==> config.mk <==
export PLATFORM = sky130hd
export DESIGN_NAME = seg7_scroll_mux
export DESIGN_NICKNAME = d
export VERILOG_FILES = /design/src/rtl/seg7_pkg.sv /design/src/rtl/seg7_glyph_dec.sv /design/src/rtl/seg7_scroll_mux.sv
export SDC_FILE = /design/constraint.sdc
export NUM_CORES = 1
export LEC_CHECK = 0
export CAP_MARGIN = 20
export CORE_MARGIN = 10
export CORE_UTILIZATION = 63
export CTS_BUF_LIST = sky130_fd_sc_hd__clkbuf_4
export DETAILED_ROUTE_END_ITERATION = 12
export HOLD_SLACK_MARGIN = 0.08
export PLACE_DENSITY = 0.9
export SYNTH_ARGS = -nofsm -noshare
export SYNTH_HDL_FRONTEND = slang
export SYNTH_SLANG_ARGS = --single-unit
==> constraint.sdc <==
create_clock -name clk -period 5.82 [get_ports clk]
set_clock_uncertainty 0.2 [all_clocks]
set_input_delay 0.873 -clock clk [delete_from_list [all_inputs] [get_ports clk]]
set_output_delay 0.873 -clock clk [all_outputs]
set_load 0.05 [all_outputs]
==> src/rtl/seg7_pkg.sv <==
// -----------------------------------------------------------------------------
// seg7_pkg
//   Shared definitions for the scrolling 7-segment display driver.
//   - glyph code constants (GL_A .. GL_E, GL_BLANK)
//   - active-high segment patterns for each glyph (bit0 = a ... bit6 = g)
//   - glyph_to_seg(): code -> segment pattern, unknown codes render blank
//   - default_glyph(): power-up contents of a message buffer slot
// -----------------------------------------------------------------------------
package seg7_pkg;

  // Glyph codes as stored in the message buffer
  localparam logic [3:0] GL_A     = 4'd0;
  localparam logic [3:0] GL_B     = 4'd1;
  localparam logic [3:0] GL_D     = 4'd2;
  localparam logic [3:0] GL_U     = 4'd3;
  localparam logic [3:0] GL_L     = 4'd4;
  localparam logic [3:0] GL_DASH  = 4'd5;
  localparam logic [3:0] GL_J     = 4'd6;
  localparam logic [3:0] GL_O     = 4'd7;
  localparam logic [3:0] GL_S     = 4'd8;
  localparam logic [3:0] GL_E     = 4'd9;
  localparam logic [3:0] GL_BLANK = 4'd15;

  // Number of distinct printable glyphs; the reset pattern cycles through them
  localparam int NUM_GLYPHS = 10;

  // Segment patterns, active high, bit order g f e d c b a
  localparam logic [6:0] SEG_A     = 7'b1110111;
  localparam logic [6:0] SEG_B     = 7'b1111100;
  localparam logic [6:0] SEG_D     = 7'b1011110;
  localparam logic [6:0] SEG_U     = 7'b0111110;
  localparam logic [6:0] SEG_L     = 7'b0111000;
  localparam logic [6:0] SEG_DASH  = 7'b1000000;
  localparam logic [6:0] SEG_J     = 7'b0001110;
  localparam logic [6:0] SEG_O     = 7'b0111111;
  localparam logic [6:0] SEG_S     = 7'b1101101;
  localparam logic [6:0] SEG_E     = 7'b1111001;
  localparam logic [6:0] SEG_BLANK = 7'b0000000;

  // Codes 10..15 have no glyph and deliberately render as a dark digit
  function automatic logic [6:0] glyph_to_seg(input logic [3:0] code);
    logic [6:0] pattern;
    case (code)
      GL_A:    pattern = SEG_A;
      GL_B:    pattern = SEG_B;
      GL_D:    pattern = SEG_D;
      GL_U:    pattern = SEG_U;
      GL_L:    pattern = SEG_L;
      GL_DASH: pattern = SEG_DASH;
      GL_J:    pattern = SEG_J;
      GL_O:    pattern = SEG_O;
      GL_S:    pattern = SEG_S;
      GL_E:    pattern = SEG_E;
      default: pattern = SEG_BLANK;
    endcase
    return pattern;
  endfunction

  // Slot i powers up holding glyph (i mod 10), which spells "ABDUL-JOSE"
  function automatic logic [3:0] default_glyph(input int idx);
    return 4'(idx % NUM_GLYPHS);
  endfunction

endpackage

==> src/rtl/seg7_glyph_dec.sv <==
// -----------------------------------------------------------------------------
// seg7_glyph_dec
//   Purely combinational glyph decoder: 4-bit glyph code in, active-high
//   7-segment pattern out. Codes without a glyph decode to blank.
// Ports
//   code  in   4   glyph code
//   seg   out  7   segment pattern, bit0 = a ... bit6 = g, active high
// -----------------------------------------------------------------------------
module seg7_glyph_dec
  import seg7_pkg::*;
(
  input  logic [3:0] code,
  output logic [6:0] seg
);

  // Decode table lives in the package so every user shares one definition
  always_comb begin
    seg = glyph_to_seg(code);
  end

endmodule

==> src/rtl/seg7_scroll_mux.sv <==
// -----------------------------------------------------------------------------
// seg7_scroll_mux
//   Multiplexed multi-digit 7-segment driver that scrolls a writable message
//   of glyph codes across NUM_DIGITS physical digits.
//   - scan prescaler steps the lit digit every SCAN_DIV clocks
//   - scroll prescaler (gated by scroll_en) steps the message offset every
//     SCROLL_DIV enabled clocks; wrap pulses when the offset rolls over
//   - digit d shows buffer[(offset + d) mod MSG_LEN]
//   - seg/an are registered, so they reflect the state one clock earlier
// Parameters
//   NUM_DIGITS   physical digits scanned, an[0] = leftmost digit
//   MSG_LEN      message buffer entries (>= NUM_DIGITS)
//   SCAN_DIV     clocks per digit slot
//   SCROLL_DIV   enabled clocks per one-glyph scroll step
//   SEG_ACT_LOW  1: seg outputs inverted (common-anode)
//   AN_ACT_LOW   1: an outputs inverted
// Ports
//   clk        in   1           system clock, rising edge
//   rst        in   1           asynchronous active-high reset
//   scroll_en  in   1           scroll timer runs while high
//   wr_en      in   1           message buffer write strobe
//   wr_addr    in   ADDR_W      buffer index, out-of-range writes are dropped
//   wr_data    in   4           glyph code to write
//   seg        out  7           segments, bit0 = a ... bit6 = g
//   an         out  NUM_DIGITS  one-hot digit enable
//   wrap       out  1           one-cycle pulse when offset wraps to 0
// -----------------------------------------------------------------------------
module seg7_scroll_mux
  import seg7_pkg::*;
#(
  parameter int NUM_DIGITS  = 4,
  parameter int MSG_LEN     = 10,
  parameter int SCAN_DIV    = 50_000,
  parameter int SCROLL_DIV  = 25_000_000,
  parameter bit SEG_ACT_LOW = 1'b0,
  parameter bit AN_ACT_LOW  = 1'b0,
  localparam int ADDR_W     = (MSG_LEN > 1) ? $clog2(MSG_LEN) : 1
) (
  input  logic                  clk,
  input  logic                  rst,
  input  logic                  scroll_en,
  input  logic                  wr_en,
  input  logic [ADDR_W-1:0]     wr_addr,
  input  logic [3:0]            wr_data,
  output logic [6:0]            seg,
  output logic [NUM_DIGITS-1:0] an,
  output logic                  wrap
);

  // Counter widths derived from each counter's limit
  localparam int SCAN_W   = (SCAN_DIV > 1)   ? $clog2(SCAN_DIV)   : 1;
  localparam int SCROLL_W = (SCROLL_DIV > 1) ? $clog2(SCROLL_DIV) : 1;
  localparam int DIG_W    = (NUM_DIGITS > 1) ? $clog2(NUM_DIGITS) : 1;
  localparam int OFF_W    = ADDR_W;
  // offset + digit is below 2*MSG_LEN, so one extra bit holds the raw sum
  localparam int IDX_W    = $clog2(2 * MSG_LEN);

  localparam logic [SCAN_W-1:0]   SCAN_LAST   = SCAN_W'(SCAN_DIV - 1);
  localparam logic [SCROLL_W-1:0] SCROLL_LAST = SCROLL_W'(SCROLL_DIV - 1);
  localparam logic [DIG_W-1:0]    DIG_LAST    = DIG_W'(NUM_DIGITS - 1);
  localparam logic [OFF_W-1:0]    OFF_LAST    = OFF_W'(MSG_LEN - 1);
  localparam logic [IDX_W-1:0]    IDX_LEN     = IDX_W'(MSG_LEN);

  logic [SCAN_W-1:0]   scan_cnt;
  logic [SCROLL_W-1:0] scroll_cnt;
  logic [DIG_W-1:0]    digit;
  logic [OFF_W-1:0]    offset;
  logic [3:0]          buffer [MSG_LEN];

  logic                  scan_tick;
  logic                  scroll_tick;
  logic                  wr_ok;
  logic [IDX_W-1:0]      idx_sum;
  logic [IDX_W-1:0]      idx_mod;
  logic [3:0]            cur_code;
  logic [6:0]            dec_seg;
  logic [NUM_DIGITS-1:0] an_hot;

  assign scan_tick   = (scan_cnt == SCAN_LAST);
  assign scroll_tick = scroll_en && (scroll_cnt == SCROLL_LAST);
  // Compare at integer width so a power-of-two MSG_LEN cannot alias to zero
  assign wr_ok       = wr_en && (int'(wr_addr) < MSG_LEN);

  // Scan prescaler and digit counter free-run; the digit steps on each
  // scan tick and rolls over after the last physical digit.
  always_ff @(posedge clk or posedge rst) begin
    if (rst) begin
      scan_cnt <= '0;
      digit    <= '0;
    end else if (scan_tick) begin
      scan_cnt <= '0;
      digit    <= (digit == DIG_LAST) ? '0 : digit + 1'b1;
    end else begin
      scan_cnt <= scan_cnt + 1'b1;
    end
  end

  // Scroll prescaler holds its count while scroll_en is low, so pausing
  // and resuming does not lose the partial interval.
  always_ff @(posedge clk or posedge rst) begin
    if (rst) begin
      scroll_cnt <= '0;
      offset     <= '0;
    end else if (scroll_tick) begin
      scroll_cnt <= '0;
      offset     <= (offset == OFF_LAST) ? '0 : offset + 1'b1;
    end else if (scroll_en) begin
      scroll_cnt <= scroll_cnt + 1'b1;
    end
  end

  // Message buffer: reset restores the default message, host writes land
  // on the clock edge and are dropped when the address is out of range.
  always_ff @(posedge clk or posedge rst) begin
    if (rst) begin
      for (int i = 0; i < MSG_LEN; i++) begin
        buffer[i] <= default_glyph(i);
      end
    end else if (wr_ok) begin
      for (int i = 0; i < MSG_LEN; i++) begin
        if (wr_addr == OFF_W'(i)) begin
          buffer[i] <= wr_data;
        end
      end
    end
  end

  // Buffer index for the current digit. The sum is always below
  // 2*MSG_LEN, so one conditional subtract replaces a modulo divider.
  always_comb begin
    idx_sum = IDX_W'(offset) + IDX_W'(digit);
    idx_mod = (idx_sum >= IDX_LEN) ? idx_sum - IDX_LEN : idx_sum;
  end

  // Read mux over the buffer; compare-select avoids indexing with a value
  // wider than the array range.
  always_comb begin
    cur_code = GL_BLANK;
    for (int i = 0; i < MSG_LEN; i++) begin
      if (idx_mod == IDX_W'(i)) begin
        cur_code = buffer[i];
      end
    end
  end

  // One-hot enable for the digit currently being scanned
  always_comb begin
    an_hot = '0;
    for (int i = 0; i < NUM_DIGITS; i++) begin
      if (digit == DIG_W'(i)) begin
        an_hot[i] = 1'b1;
      end
    end
  end

  seg7_glyph_dec u_dec (
    .code (cur_code),
    .seg  (dec_seg)
  );

  // Output register: polarity is applied after decode, and during reset the
  // display is dark in whichever polarity the board uses.
  always_ff @(posedge clk or posedge rst) begin
    if (rst) begin
      seg  <= SEG_ACT_LOW ? 7'h7F : 7'h00;
      an   <= AN_ACT_LOW ? '1 : '0;
      wrap <= 1'b0;
    end else begin
      seg  <= SEG_ACT_LOW ? ~dec_seg : dec_seg;
      an   <= AN_ACT_LOW ? ~an_hot : an_hot;
      wrap <= scroll_tick && (offset == OFF_LAST);
    end
  end

endmodule
**Word-level counts from Yosys, hierarchy flattened**

Memories as Yosys holds them, arrays and structs flattened. A register that Yosys moved wholly into a read port is not among the register bits.
Cells that the tools add are included.

- Register bits after elaboration: 92
- Bits in read-only memories: 112
- Input port bits: 12
- Output and inout port bits: 12
- Memories: 1

Memory list:

| name | depth | bits a word | read ports | clocked after memory_dff | wr ports | line | text |
|---|---|---|---|---|---|---|---|
| (name not given) | 16 | 7 | 1 | 1 | 0 | seg7_pkg.sv:43 | `case (code)` |

- Add/sub/neg operators: 6
- Order comparisons: 2
- Equality and inequality tests: 24
- Muxes and demuxes: 20
- Reduce and logical (&&, ||, !) cells: 17

Operators by type and width:

| operator | count |
|---|---|
| $mux 25 | 2 |
| $mux 4 | 11 |
| $add 25x1->25 const B | 1 |
| $eq 25x25->1 const B | 1 |
| $eq 5x3->1 const B | 4 |
| $reduce_and 2->1 | 10 |
| $add 16x1->16 const B | 1 |
| $eq 16x16->1 const B | 1 |
| $eq 4x3->1 const B | 4 |
| $mux 16 | 1 |
| $eq 4x4->1 const B | 3 |
| $eq 5x2->1 const B | 2 |
| $eq 5x4->1 const B | 2 |
| $eq 4x2->1 const B | 2 |
| $add 4x2->5 | 1 |
| $eq 5x1->1 const B | 1 |
| $ge 5x4->1 const B | 1 |
| $logic_not 5->1 | 1 |
| $mux 5 | 1 |
| $sub 5x4->5 const B | 1 |
| $add 4x1->4 const B | 1 |
| $eq 2x2->1 const B | 2 |
| $eq 4x1->1 const B | 1 |
| $logic_not 4->1 | 1 |
| 8 further kinds | 13 |

**Longest topological paths before layout**

Gate-level depths: netlist (run 1).

- Depth after elaboration: 14
- Gate-level depth with buffers: 20
- Mapped depth without buffers: 18

**Hierarchy**

From an unflattened synthesis (run 1), not the netlist that was laid out.

- Cells, all modules: 519
- Area, all modules: 5233.8 um^2

Modules (own cells, without submodules):

| module | times used | cells an instance | area an instance (um^2) | sequential area each (um^2) |
|---|---|---|---|---|
| seg7_scroll_mux | 1 | 488 | 5028.6 | 2496.1 |
| seg7_glyph_dec | 1 | 31 | 205.2 | 0.0 |

**Worst setup path after synthesis (run 1)**

Ideal clock, no wire load.

- Path type: reg-to-reg
- Start: reg offset[0]
- End: reg seg[5]
- Setup time: 0.126 ns
- Arrival: 4.114 ns
- Required time: 5.494 ns
- Path slack: 1.379 ns
- Cell stages (with the launch flop): 17
- Buffers on the path: 2
- Period minus slack after synthesis: 4.441 ns
- Cell sequence: dfrtp_1 ha_1 fa_1 buf_6 xor2_1 inv_1 ha_1 buf_6 or4_4 a31oi_4 nor2_2 or4_1 and4b_4 o31ai_4 ha_1 mux2i_1 mux2i_1

- Longest elaborated chain between the ends: 14

RTL lines:

| element | line | text |
|---|---|---|
| start, declared | seg7_scroll_mux.sv:67 | `logic [OFF_W-1:0] offset;` |
| start signal, assigned | seg7_scroll_mux.sv:106 | `offset <= (offset == OFF_LAST) ? '0 : offset + 1'b1;` |
| $add 4x2->5 (*) | seg7_scroll_mux.sv:131 | `idx_sum = IDX_W'(offset) + IDX_W'(digit);` |
| $sub 5x4->5 or $ge 5x4->1 (tied branches) | seg7_scroll_mux.sv:132 | `idx_mod = (idx_sum >= IDX_LEN) ? idx_sum - IDX_LEN : idx_sum;` |
| $mux 5 (*) | seg7_scroll_mux.sv:132 |  |
| $logic_not 5->1 | seg7_scroll_mux.sv:140 | `if (idx_mod == IDX_W'(i)) begin` |
| $mux 4 (9 in a row) | seg7_scroll_mux.sv:140 |  |
| $mux 4 (*) | seg7_scroll_mux.sv:140 |  |
| end, declared | seg7_scroll_mux.sv:45 | `output logic [6:0] seg,` |

Mark *: on every way between the ends. The rest lies on a longest branch, timed or not.
A chain may end at the register's enable or synchronous reset.

**Worst setup path after layout (run 1)**

- Start: reg offset[0]
- End: reg seg[0]

The elaborated chain is that of the path after synthesis.

==> impl_results.md, run 1 <==
* Status: finished clean
* Placed instance area at 0.00544 sq mm
* Slew @ Worst Pin at 0.825 ns
* DR pass1 iterations at 5
* Final Cycle Share at 84.0%
* Most used cell, CP: ha_1
* Final hold violation count at 0
* Comb pwr share at 22.0%
* Reg clk slew, reported paths at 0.16 ns
* Class of the worst hold path: reg2reg
* Post-synth top area share at 40.5%
* Die area at 0.0123 sq mm
* RSZ-0062 raised after global routing: false
* Synth area leader: dfrtp_1
* Number of library cell types mapped by synthesis at 73
* Synth warnings at 0
* # clock sinks at 99
* Critical path depth in cells at 15
* Post-CTS sizing at 0
* Register bit total from synthesis at 99
* CTS tree: yes
* Clk network pwr share at 21.6%
* Synth Net Count at 501
* Initial DRC Count at 233
* Family with the most delay on the worst path: adder cells
* Num CTS Buffers at 9
* Largest net degree at the start of global routing at 53
* Netlist Area Pre-Place at 0.00519 sq mm
* Dominant cells by area after synthesis: dfrtp_1 (41%), mux2_2 (9.3%), dfstp_2 (7.6%), ha_1 (3.1%), xnor2_1 (3.0%)
* Root cell of the clock tree: clkbuf_4
* Commonest cells in the netlist: dfrtp_1 (84), mux2_2 (43), nor2_1 (37), nand2_1 (32), nand3_1 (28)
* Max VDD drop at 0.209 mV
* Arrival time at the worst endpoint at 5.03 ns
* Hold WS at 0.270 ns
* # DRC at 0
* Routed Antenna Nets at 0
* Area added between synthesis and finish at 7.26%
* Core area at 0.00813 sq mm
* Post-CTS Hold Fix Bufs at 0
* Startpoint types: flip-flop
* Setup repair bufs after CTS at 0
* Gp weighted congestion at 0.879
* Multi-input logic area at 0.00251 sq mm
* Internal at 1050 uW
* Slew Viols, Final at 0
* Pre-CTS worst setup slack at 1.00 ns
* Crit-path max FO at 13
* Placed cell count at 588
* H-Tree Depth at 3
* CP Class: reg2reg
* Setup TNS at 0 ns
* Port Buffers at 23
* Post-synthesis sequential area ratio at 48.1%
* Fillers at 600
* Req. time, crit path at 5.96 ns
* First-pass GRT wire length at 16400 um
* Cells along the critical path: ha_1, fa_1, xor2_1, inv_1, ha_1, or4_4, a31oi_4, nor2_2, or4_1, and4b_4, o31ai_4, inv_2, ha_1, mux2i_1, mux2i_1
* Min Tclk post-route at 4.89 ns
* FF-to-FF path depth at 15
* Num rows at 33
* Reg power frac at 56.4%
* Wire per inst at 16.3 um
* Final setup violation count at 0
* Hpwl dp at 7080 um
* Total GRT Usage at 15.7%
* Crit path buf inv count at 2
* Vias in the first global route at 3450
* Async SR Flop Fraction at 100%
* Final std cells w/o fill at 604
* Final instance area at 0.00557 sq mm
* Final net count at 520
* Crit path setup slack, layout at 0.932 ns
* Share of layout cells above drive strength 1 at 18.4%
* N_diodes at 0
* Psw at 487 uW
* Dominant register cell in the synthesized netlist: dfrtp_1
* Grt total ovfl at 0
* Slowest stage delay, CP at 0.59 ns
* Top-count cell post-synth: dfrtp_1
* Initial Util at 63.8%
* Clk buf depth at 2
* Fmax at 0.205 GHz
* Die Span X at 111 um
* Max-Cap Viols at 0
* PD cells at 277 mW/mm^2
* Mean Syn Cell Area at 10.9 sq um
* Worst slew margin at 44.5%
* Vias at 3568
* Initial antenna violation count at 0
* Post-synth EDFFs at 0
* Crit. End Element: flip-flop
* Slowest cell on crit path: or4_4
* Die Y at 111 um
* LEAKAGE at 0.00242 uW
* Clock latency on the worst-skew pair at 0.45 ns
* Seq. cell area at 0.00250 sq mm
* Top Ports at 24
* Sw Ratio at 31.6%
* Mapped Cells at 475
* Via density at 5.91
* Hold path cells at 1
* Final wirelength at 9840 um
## power groups by stage
stage | logic [uW] | registers [uW] | clock network [uW]
floorplan | 189 | 931 | 0
global placement | 330 | 873 | 0
detailed placement | 342 | 881 | 0
CTS | 343 | 868 | 344
global route | 367 | 881 | 372
finish | 339 | 869 | 333
## final cells by class
class,count,area share (%)
multi-input combinational,344,45.1
sequential,99,44.8
timing repair buffer,25,4.41
tap,105,2.36
clock buffer,9,1.21
inverter,15,1.06
clock inverter,7,1.03
## through the flow
step,power [uW],utilization (%)
after floorplan,1120,-
after global placement,1200,66.9
after detailed placement,1220,66.9
after CTS,1550,68.4
after global routing,1620,68.4
final,1540,68.4
## state kept, by name (all words and copies together), names as in the netlist
name	count
an	4
seg	7
wrap	1
digit	2
buffer	40
offset	4
scroll_cnt	25
scan_cnt	16
## per-layer routing
metal  wire length [um]  share of wire (%)  up-vias  GRT usage [%]
met3                539                5.5       10           3.73
met1               4450                 45     1728           20.5
met4                116                1.2        0           4.51
met5                  0                  0        -              0
li1                   -                  -     1739              -
met2               4740                 48       91           25.2
## worst paths after layout
kind | slack, ns | endpoint | from
setup / recovery | 0.93 | seg[0] | offset[0]
hold / removal | 0.27 | scan_cnt[0] | scan_cnt[0]
setup reg to reg | 0.93 | seg[0] | offset[0]
hold reg to reg | 0.27 | scan_cnt[0] | scan_cnt[0]
max in group asynchronous | 3.77 | scroll_cnt[24] | rst
min in group asynchronous | 0.60 | scan_cnt[2] | rst
## cells in the final DEF, fill, tap and decap left out, types with 14 or more instances in the layout
master	n
mux2_2	43
nor2_1	37
dfrtp_1	84
a21oi_1	14
xor2_1	18
nand2_1	32
dfstp_2	15
xnor2_1	18
clkdlybuf4s50_1	23
nand3_1	28
## cells by family after synthesis
kind of cell | Yosys count | synth area share, %
xor gates and xnor gates | 36 | 6.08
adders and majority gates | 14 | 3.52
buffers and inverters | 32 | 3.54
DFF | 99 | 48.1
AOI/OAI and AO/OA | 74 | 10.5
and+or+nand+nor | 168 | 17.2
muxes | 52 | 11.1
No activity file was read; power rests on OpenSTA's default activity.
==> run 2: changes to the inputs <==
- CORE_UTILIZATION: 63 -> 57
- PLACE_DENSITY: 0.9 -> 0.86
- clock period: 5.82 -> 4.1 ns (I/O delays scaled with it)
==> run 2 against run 1 <==
The flow now finishes with violations (negative setup slack). Core utilization down 1.8 points. Critical path depth unchanged. Cell area up 5.4%. Non-clock buffer count up 23. Final cell count up 4.3%. Count of clock-buffer cells in the layout unchanged. Sequential power up 43%.
==> impl_results.md, run 2 (synthesis gave the netlist of run 1 again) <==
* Num CTS Buffers at 9
* N_diodes at 0
* Grt total ovfl at 0
* DR pass1 iterations at 5
* Root cell of the clock tree: clkbuf_4
* LEAKAGE at 0.00254 uW
* Routed Antenna Nets at 0
* Final instance area at 0.00587 sq mm
* GR Util met3 at 3.62%
* Commonest non-fill, non-tap cell in the layout: dfrtp_1
* Hpwl dp at 7420 um
* Min Tclk post-route at 4.12 ns
* Reg clk slew, reported paths at 0.18 ns
* Largest Register: buffer
* Seq. cell area at 0.00250 sq mm
* Initial Util at 58.9%
* Max VDD drop at 0.164 mV
* Gp weighted congestion at 0.872
* Largest net degree at the start of global routing at 36
* Die area at 0.0133 sq mm
* Vias at 3787
* Most frequent cells in the layout: dfrtp_1 (83), mux2_2 (43), nor2_1 (33), nand2_1 (32), nand3_1 (28)
* FF-to-FF Start: digit[0]
* Clock latency on the worst-skew pair at 0.47 ns
* Crit path setup slack, layout at -0.0216 ns
* PD cells at 386 mW/mm^2
* Arrival time at the worst endpoint at 4.26 ns
* Slew Viols, Final at 0
* Fillers at 640
* Core area at 0.00881 sq mm
* Max-Cap Viols at 0
* Startpoint types: flip-flop
* Die Span X at 115 um
* Multi-input logic area at 0.00262 sq mm
* Status: complete, but fails checks
* Req. time, crit path at 4.24 ns
* Crit-path max FO at 6
* RSZ-0062 raised after global routing: true
* Initial antenna violation count at 0
* Initial DRC Count at 197
* Final setup violation count at 2
* Final hold violation count at 0
* Origin of the worst setup path: digit[0]
* Worst slew margin at 41.8%
* Share of layout cells above drive strength 1 at 25.9%
* Vias in the first global route at 3693
* Largest registers: buffer x40, scroll_cnt x25, scan_cnt x16
* Final net count at 543
* Violated checks: negative setup slack
* Max reg flops at 40
* Met1 usage at 20.4%
* Final Core Density at 66.7%
* Die Y at 115 um
* Final Cycle Share at 101%
* Most used routing layer: met2
* # clock sinks at 99
* Setup TNS at -0.0262 ns
* FF-to-FF path depth at 15
* First-pass GRT wire length at 17600 um
* # DRC at 0
* Total GRT Usage at 16.0%
* Area added between synthesis and finish at 13.1%
* Top Ports at 24
* Via density at 6.01
* Clk buf depth at 2
* Final wirelength at 10600 um
* Port Buffers at 23
* Crit. End Element: flip-flop
* CTS tree: yes
* Num rows at 34
* Fmax at 0.243 GHz
* Post-CTS Hold Fix Bufs at 0
* Wire per inst at 16.8 um
* Final std cells w/o fill at 630
* Class of the worst hold path: in2async
* Met2 GRT Util at 26.5%
* Placed instance area at 0.00556 sq mm
* CP Class: reg2reg
* H-Tree Depth at 3
* Slew @ Worst Pin at 0.872 ns
* Placed cell count at 599
==> run 2: cell types whose count changed in the layout (fill, tap and decap cells not counted), sizes merged <==
cell      delta
clkinvlp     -1
buf         +22
clkinv       +1
clkbuf       +1
==> run 2: through the flow <==
stage	hold WS (ns)	setup WS, ns	total power (uW)
CTS	0.238	0.00400	2260
global route	0.267	-0.236	2370
detailed placement	0.261	-0.0256	1740
finish	0.255	-0.0216	2260
global placement	0.239	0.105	1720
floorplan	0.225	-0.114	1590
==> run 2: repair_timing <==
action / CTS / global route
pin swaps: 0 / 12
setup buffers: 1 / 14
resized for setup: 2 / 13
setup endpoints to repair: 1 / 7
==> run 2: critical path: stages, from the launching register on <==
cell      delay [ns]
dfrtp_2         0.46
ha_4            0.18
fa_2            0.41
xor2_4          0.16
inv_2           0.06
ha_4            0.26
nor2b_1         0.13
o22ai_1         0.09
o211ai_1        0.38
nor2_4          0.10
o31a_1          0.29
o32a_1          0.33
o31a_1          0.40
ha_4            0.28
mux2i_1         0.15
mux2i_1         0.10
==> run 2: cell type report <==
class / count / area share (%)
clock buffers: 9 / 1.15
clock inverters: 7 / 1.28
repair buffers: 48 / 7.08
multi-input cells: 344 / 44.6
inverters: 15 / 1.02
flip-flops and latches: 99 / 42.5
well taps: 108 / 2.30
==> run 2: path summary, 6_finish.rpt <==
| check | to | slack (ns) |
|---|---|---|
| worst max-delay path | seg[5] | -0.02 |
| worst min-delay path | scroll_cnt[15] | 0.25 |
| worst max register to register | seg[5] | -0.02 |
| worst min register to register | scan_cnt[0] | 0.27 |
| max in group asynchronous | buffer[24] | 2.58 |
| min in group clk | scan_cnt[0] | 0.27 |
==> run 2: report_power, final <==
part	switching [uW]	internal, uW
registers	94.0	1140
clock network	372	148
logic	274	233
==> run 2: layer usage <==
layer / share of wire [%] / up-vias
li1: - / 1788
met1: 45 / 1879
met2: 49 / 103
met3: 4.8 / 17
met4: 1.6 / 0
met5: 0 / -
